$ cat config.mk
export PLATFORM = sky130hd
export DESIGN_NAME = nibble_player
export DESIGN_NICKNAME = d
export VERILOG_FILES = /design/src/rtl/nibble_pkg.sv /design/src/rtl/button_edge.sv /design/src/rtl/nibble_player.sv
export SDC_FILE = /design/constraint.sdc
export NUM_CORES = 1
export LEC_CHECK = 0
export BUFFER_PORTS_ARGS = -buffer_cell sky130_fd_sc_hd__buf_2
export CAP_MARGIN = 40
export CORE_ASPECT_RATIO = 1.5
export CORE_UTILIZATION = 45
export DETAILED_ROUTE_END_ITERATION = 12
export PLACE_DENSITY_LB_ADDON = 0.15
export REMOVE_ABC_BUFFERS = 1
export SYNTH_ARGS = -nofsm -noshare
export SYNTH_HDL_FRONTEND = slang
export SYNTH_HIERARCHICAL = 1
export SYNTH_SLANG_ARGS = --single-unit
$ cat constraint.sdc
create_clock -name clk -period 4.9 [get_ports clk]
set_input_delay 0.98 -clock clk [delete_from_list [all_inputs] [get_ports clk]]
set_output_delay 0.98 -clock clk [all_outputs]
set_load 0.01 [all_outputs]
$ cat src/rtl/nibble_pkg.sv
// Shared constants and FSM encoding for the nibble playback block.
package nibble_pkg;

  localparam int NIBBLE_W = 4;

  typedef enum logic [1:0] {
    ST_IDLE = 2'd0,
    ST_SHOW = 2'd1,
    ST_GAP  = 2'd2
  } state_e;

  function automatic int max_int(input int a, input int b);
    return (a > b) ? a : b;
  endfunction

endpackage

$ cat src/rtl/button_edge.sv
// Two-flop synchronizer plus registered rising-edge detector for a raw button.
module button_edge (
  input  logic clk,
  input  logic reset,
  input  logic btn,
  output logic pulse
);

  logic sync1_q, sync2_q, primed_q, armed_q, pulse_q;

  // armed_q only sets once a genuine low sample has been seen after reset,
  // so a button already held through reset cannot fake a press.
  always_ff @(posedge clk or posedge reset) begin
    if (reset) begin
      sync1_q  <= 1'b0;
      sync2_q  <= 1'b0;
      primed_q <= 1'b0;
      armed_q  <= 1'b0;
      pulse_q  <= 1'b0;
    end else begin
      sync1_q  <= btn;
      sync2_q  <= sync1_q;
      primed_q <= 1'b1;
      armed_q  <= armed_q | (primed_q & ~sync1_q);
      pulse_q  <= armed_q & sync1_q & ~sync2_q;
    end
  end

  assign pulse = pulse_q;

endmodule

$ cat src/rtl/nibble_player.sv
// Plays an N-bit word MSB-first on two LEDs, each bit shown then blanked.
module nibble_player
  import nibble_pkg::*;
#(
  parameter int N          = NIBBLE_W,
  parameter int BIT_CYCLES = 100000000,
  parameter int GAP_CYCLES = 25000000
) (
  input  logic         clk,
  input  logic         reset,
  input  logic         start,
  input  logic [N-1:0] bus_in,
  output logic         led_zero,
  output logic         led_one,
  output logic         busy,
  output logic         done
);

  localparam int CW = $clog2(max_int(BIT_CYCLES, GAP_CYCLES)) + 1;
  localparam int RW = $clog2(N + 1);
  localparam logic [CW-1:0] BIT_LAST = CW'(BIT_CYCLES - 1);
  localparam logic [CW-1:0] GAP_LAST = CW'(GAP_CYCLES - 1);
  localparam logic [RW-1:0] REM_INIT = RW'(N);

  logic           pulse;
  state_e         state_q, state_d;
  logic [CW-1:0]  cnt_q, cnt_d;
  logic [RW-1:0]  rem_q, rem_d;
  logic [N-1:0]   shadow_q, shadow_d;
  logic           led_zero_q, led_zero_d;
  logic           led_one_q, led_one_d;
  logic           busy_q, busy_d;
  logic           done_q, done_d;

  button_edge u_btn (
    .clk   (clk),
    .reset (reset),
    .btn   (start),
    .pulse (pulse)
  );

  always_ff @(posedge clk or posedge reset) begin
    if (reset) begin
      state_q    <= ST_IDLE;
      cnt_q      <= '0;
      rem_q      <= '0;
      shadow_q   <= '0;
      led_zero_q <= 1'b0;
      led_one_q  <= 1'b0;
      busy_q     <= 1'b0;
      done_q     <= 1'b0;
    end else begin
      state_q    <= state_d;
      cnt_q      <= cnt_d;
      rem_q      <= rem_d;
      shadow_q   <= shadow_d;
      led_zero_q <= led_zero_d;
      led_one_q  <= led_one_d;
      busy_q     <= busy_d;
      done_q     <= done_d;
    end
  end

  always_comb begin
    state_d  = state_q;
    cnt_d    = cnt_q;
    rem_d    = rem_q;
    shadow_d = shadow_q;
    done_d   = 1'b0;
    unique case (state_q)
      ST_IDLE: begin
        // A pulse landing on the done cycle is dropped; a fresh press is needed.
        if (pulse && !done_q) begin
          shadow_d = bus_in;
          rem_d    = REM_INIT;
          cnt_d    = '0;
          state_d  = ST_SHOW;
        end
      end
      ST_SHOW: begin
        if (cnt_q == BIT_LAST) begin
          cnt_d    = '0;
          shadow_d = {shadow_q[N-2:0], 1'b0};
          rem_d    = rem_q - 1'b1;
          state_d  = ST_GAP;
        end else begin
          cnt_d = cnt_q + 1'b1;
        end
      end
      ST_GAP: begin
        if (cnt_q == GAP_LAST) begin
          cnt_d = '0;
          if (rem_q != '0) begin
            state_d = ST_SHOW;
          end else begin
            state_d = ST_IDLE;
            done_d  = 1'b1;
          end
        end else begin
          cnt_d = cnt_q + 1'b1;
        end
      end
      default: state_d = ST_IDLE;
    endcase
    // Outputs are registered from next state so they align with the state.
    led_one_d  = (state_d == ST_SHOW) &  shadow_d[N-1];
    led_zero_d = (state_d == ST_SHOW) & ~shadow_d[N-1];
    busy_d     = (state_d != ST_IDLE);
  end

  assign led_zero = led_zero_q;
  assign led_one  = led_one_q;
  assign busy     = busy_q;
  assign done     = done_q;

endmodule

# == Word-level counts from Yosys, hierarchy flattened ==
# Cells that the tools add are included.
# totals
wordCells,59
out_inout_bits,4
in_bits,7
reg_bits,46
# op_classes
n_addsub,2
muxes,18
bitwise_logic,9
n_eq_ne,7
reduce_logical,9
# ops
operator,n
28-bit 2-to-1 mux,3
28-bit one-hot mux with 3 select lines,1
28-bit by 1-bit adder with 28-bit output (second input constant),1
28-bit by 25-bit equality test with 1-bit output (second input constant),1
28-bit by 27-bit equality test with 1-bit output (second input constant),1
4-bit 2-to-1 mux,2
4-bit one-hot mux with 2 select lines,1
2-bit 2-to-1 mux,3
3-bit 2-to-1 mux,2
2-bit one-hot mux with 3 select lines,1
3-bit one-hot mux with 2 select lines,1
3-bit nonzero test,2
1-bit bitwise AND,5
2-bit by 1-bit equality test with 1-bit output (second input constant),2
1-bit 2-to-1 mux,4
2-bit != test (second input constant),2
2-bit nonzero test,2
1-bit NOT,3
3-bit AND reduction,1
3-bit by 1-bit subtractor with 3-bit output (second input constant),1
2-bit equality test (second input constant),1
2-bit zero test,1
2-bit AND reduction,1
1-bit logical AND,1
other kinds (2),2

# == Logic depth before layout (Yosys ltp) ==
# depth
depth_word,6
mapped_depth,9
mapped_depth_nobuf,8

# == Hierarchy ==
# Netlist, hierarchy kept.
# by_module_without_submodules
mod,n_inst,cells_per_inst,area_per_inst_um2
nibble_player,1,257,2427.3
button_edge,1,11,151.4

# == Worst setup path after synthesis ==
# No wires, ideal clock.
# synth_timing
path_kind,reg2reg
from,reg cnt_q[26]
to,"reg led_one_q, in the netlist led_one"
setup_ns,0.086
synth_period_minus_slack_ns,2.354
setup_slack_ns,2.546
arrival_time_ns,2.268
path_stages_with_launch,7
required_ns,4.814
path_buffers,0
path_cell_list,dfrtp_1 -> or4_1 -> or4_4 -> or3_4 -> mux2i_1 -> o22a_2 -> nor3_1
# synth_between
elab_chain_cells,5
# synth_lines
element,line,source
from (decl),nibble_player.sv:27,"logic [CW-1:0] cnt_q, cnt_d;"
from (signal assigned),nibble_player.sv:54,cnt_q <= cnt_d;
28-bit by 25-bit equality test with 1-bit output or 28-bit by 27-bit equality test with 1-bit output (tied branches),"nibble_player.sv:91, nibble_player.sv:81",
"2-bit 2-to-1 mux, on equally long branches","nibble_player.sv:91, nibble_player.sv:81",
2-bit one-hot mux with 3 select lines,nibble_player.sv:70,unique case (state_q)
2-bit by 1-bit equality test with 1-bit output,nibble_player.sv:106,led_one_d = (state_d == ST_SHOW) & shadow_d[N-1];
1-bit bitwise AND (*),nibble_player.sv:106,
net led_one_d,nibble_player.sv:31,"logic led_one_q, led_one_d;"
to (signal assigned),nibble_player.sv:58,led_one_q <= led_one_d;
to (decl),nibble_player.sv:31,
# Mark *: on every way through the listed nets, which the timed path passes. The rest lies on a longest branch. The select of a mux whose other input is x is not followed.
# A chain may end at the register's enable or synchronous reset.

# == Worst setup path in the final report ==
# layout_timing
from,reg cnt_q[0]
to,reg cnt_q[12]
# layout_between
elab_chain_cells,3
# layout_lines
element,line
"28-bit by 1-bit adder with 28-bit output, or another cell as far along","nibble_player.sv:87, nibble_player.sv:100"
"28-bit 2-to-1 mux, on equally long branches","nibble_player.sv:91, nibble_player.sv:81"
28-bit one-hot mux with 3 select lines (*),nibble_player.sv:70
# Every way passes the cells marked *; elsewhere a longest branch is shown, timed or not.

==> flow_metrics.env <==
export IMPL_setup_tns_final_ns=0
export IMPL_first_pass_iters=4
export IMPL_async_flop_share_pct=100
export IMPL_synth_compound_area_share_pct=12.2
export IMPL_maxSlewViolCount=0
export IMPL_gp_congestion=0.823
export IMPL_worstReg2RegEnd="cnt_q[12]"
export IMPL_die_h_um=94.7
export IMPL_synthCells=268
export IMPL_grt_pass1_vias=1988
export IMPL_endpoint_kind="flip-flop"
export IMPL_p_leak_nw=1.17
export IMPL_cts_resized_gates=0
export IMPL_ys_types=56
export IMPL_max_freq_ghz=0.356
export IMPL_dp_hpwl_mm=3.72
export IMPL_maxCapViolations=0
export IMPL_yosysWarnings=6
export IMPL_clock_sinks=46
export IMPL_wl_per_cell_um=14.9
export IMPL_outcome="complete, no violations"
export IMPL_vias=1956
export IMPL_synth_xor_area_share_pct=6.11
export IMPL_via_per_inst=5.59
export IMPL_cts_max_level=2
export IMPL_period_needed_ns=2.81
export IMPL_post_cts_setup_buffers=0
export IMPL_p_total_mw=1.08
export IMPL_synthMuxAreaShare_pct=1.41
export IMPL_maxSlewHeadroom_pct=51.8
export IMPL_synth_top_family_by_area="simple AND/OR/NAND/NOR gates"
export IMPL_crit_type="reg2reg"
export IMPL_setup_viol=0
export IMPL_ys_seq_area_share_pct=44.6
export IMPL_holdWs_ns=0.400
export IMPL_dpl_cell_area_sq_um=2670
export IMPL_fp_row_count=33
export IMPL_pwr_density_cell_nw_per_um2=389
export IMPL_rr_startpoint="cnt_q[0]"
export IMPL_root_buffer="clkbuf_8"
export IMPL_tightest_slew_ns=0.723
export IMPL_grt_first_pass_wirelength_mm=9.27
export IMPL_peakVddDrop_v=0.000147
export IMPL_synth_simple_area_share_pct=27.4
export IMPL_final_common_cell="dfrtp_1"
export IMPL_rsz0062_at_grt="false"
export IMPL_postCtsHoldBufs=0
export IMPL_area_growth_pct=7.81
export IMPL_yosys_most_used_dff="dfrtp_1"
export IMPL_synth_edf_count=0
export IMPL_core_area_sq_um=5490
export IMPL_grt_ovfl_total=0
export IMPL_drtIter0Drc=121
export IMPL_antenna_found_initial=0
export IMPL_reg2regPathDepth=7
export IMPL_min_to="u_btn/pulse"
export IMPL_num_nets_final=293
export IMPL_ys_ff_latch=46
export IMPL_hold_viol_final=0
export IMPL_drc_errors=0
export IMPL_grt_util_all_layers_pct=19.9
export IMPL_cts_reportedPaths_clkPinSlew_ns=0.08
export IMPL_n_antenna_cell=0
export IMPL_fillers=522
export IMPL_hold_path_class="reg2reg"
export IMPL_die_w_um=63.8
export IMPL_setup_reg_to_reg_worst_slack_ns=2.09
export IMPL_initial_core_util_pct=47.0
export IMPL_clock_skew_ns=0.00976
export IMPL_clk_latency_ns=0.30
export IMPL_syn_area_sq_um=2580
export IMPL_avgSynthCellArea_sq_um=9.62
export IMPL_drive_gt1_share_pct=15.0
export IMPL_required_ns=5.07
export IMPL_cts_tree="yes"
export IMPL_synthAdderAreaFrac_pct=3.40
export IMPL_grt_max_degree=42
export IMPL_cts_buffers=5
export IMPL_io_buffers=10
export IMPL_final_cell_mix="dfrtp_1 (46), nand2_1 (30), nor2_1 (22)"
export IMPL_crit_arrival_ns=2.98
export IMPL_boundaryPins=11
export IMPL_dieArea_sq_um=6040
export IMPL_path_max_fanout=11
export IMPL_hp_start="u_btn/sync2_q"
export IMPL_cts_buffer_depth=2
export IMPL_period_share_pct=57.4
export IMPL_start_kind="flip-flop"
export IMPL_min_delay_path_depth=1
export IMPL_drt_total_wl_mm=5.22
export IMPL_stdcell_area_sq_um=2780
export IMPL_ant_nets=0
==> sequential cells by signal (all words and copies together) (netlist names) <==
signal	count
cnt_q	28
u_btn/sync1_q	1
led_one	1
led_zero	1
u_btn/armed_q	1
rem_q	3
state_q	2
u_btn/primed_q	1
busy	1
done	1
u_btn/pulse	1
shadow_q	4
u_btn/sync2_q	1
==> cell families after synthesis <==
group	Yosys count
AND/OR/NAND/NOR	124
flip-flops	46
AO/OA/AOI/OAI	44
buffers and inverters	25
XOR/XNOR	18
adder cells (fa/ha/maj)	7
multiplexers	3
other	1
==> per-layer routing <==
metal | wire length (um) | track usage (%) | share of wire [%] | up-vias
met4 | 152 | 9.28 | 2.9 | 0
met3 | 101 | 3.26 | 1.9 | 13
met5 | 0 | 0 | 0 | -
met2 | 2700 | 35.5 | 52 | 33
met1 | 2260 | 22.9 | 43 | 949
li1 | - | - | - | 961
==> worst max-delay path by stage <==
stage / startpoint / end / slack, ns / cells past startpoint
after global placement: cnt_q[0] / cnt_q[12] / 2.07 / 7
after detailed placement: cnt_q[0] / cnt_q[12] / 2.08 / 7
after CTS: cnt_q[0] / cnt_q[12] / 2.06 / 7
final: cnt_q[0] / cnt_q[12] / 2.09 / 7
after floorplan: cnt_q[26] / cnt_q[10] / 2.51 / 6
after global routing: state_q[1] / cnt_q[12] / 1.80 / 6
==> through the flow <==
stage / worst slack [ns] / util, % / cells
final: 2.09 / 50.6 / 350
after CTS: 2.06 / 50.6 / 350
after floorplan: 2.51 / - / 261
after detailed placement: 2.08 / 48.6 / 342
after global routing: 1.80 / 50.6 / 350
after global placement: 2.07 / 48.6 / 342
==> power by group <==
part           switching, mW  leakage, nW  internal [mW]
registers             0.0292        0.608          0.422
logic                  0.226        0.514          0.123
clock network          0.129       0.0514          0.152
total                  0.384         1.17          0.697
==> critical path: stages, from the launching register on <==
cell and delay, ns:
dfrtp_1 0.42, ha_1 0.25, and3_1 0.25, nand3_1 0.27, o31ai_4 0.12, a21boi_2 0.55
or2b_1 0.40, o311ai_0 0.41
==> layout make-up <==
type	count	area (sq um)	share of cell area, %
timing repair buffer	11	57.6	2.07
inverter	18	67.6	2.43
clock inverter	2	37.5	1.35
tap	70	87.6	3.15
sequential	46	1150	41.4
clock buffer	6	72.6	2.61
multi-input combinational	197	1310	47.0
==> synth_stat cells (all sizes together) (6+ instances only) <==
cell    number  area [sq um]
nor2        30           146
dfrtp       46          1150
xor2        13           114
nand4        8          56.3
nand2       30           113
nand3       14          70.1
nor4         6          52.6
nand2b       6          37.5
a21oi       12          60.1
inv         18          67.6
nor3         7          40.0
o21ai       11          55.1
ha           7          87.6
Note: power is estimated with default switching activity, not from simulation.
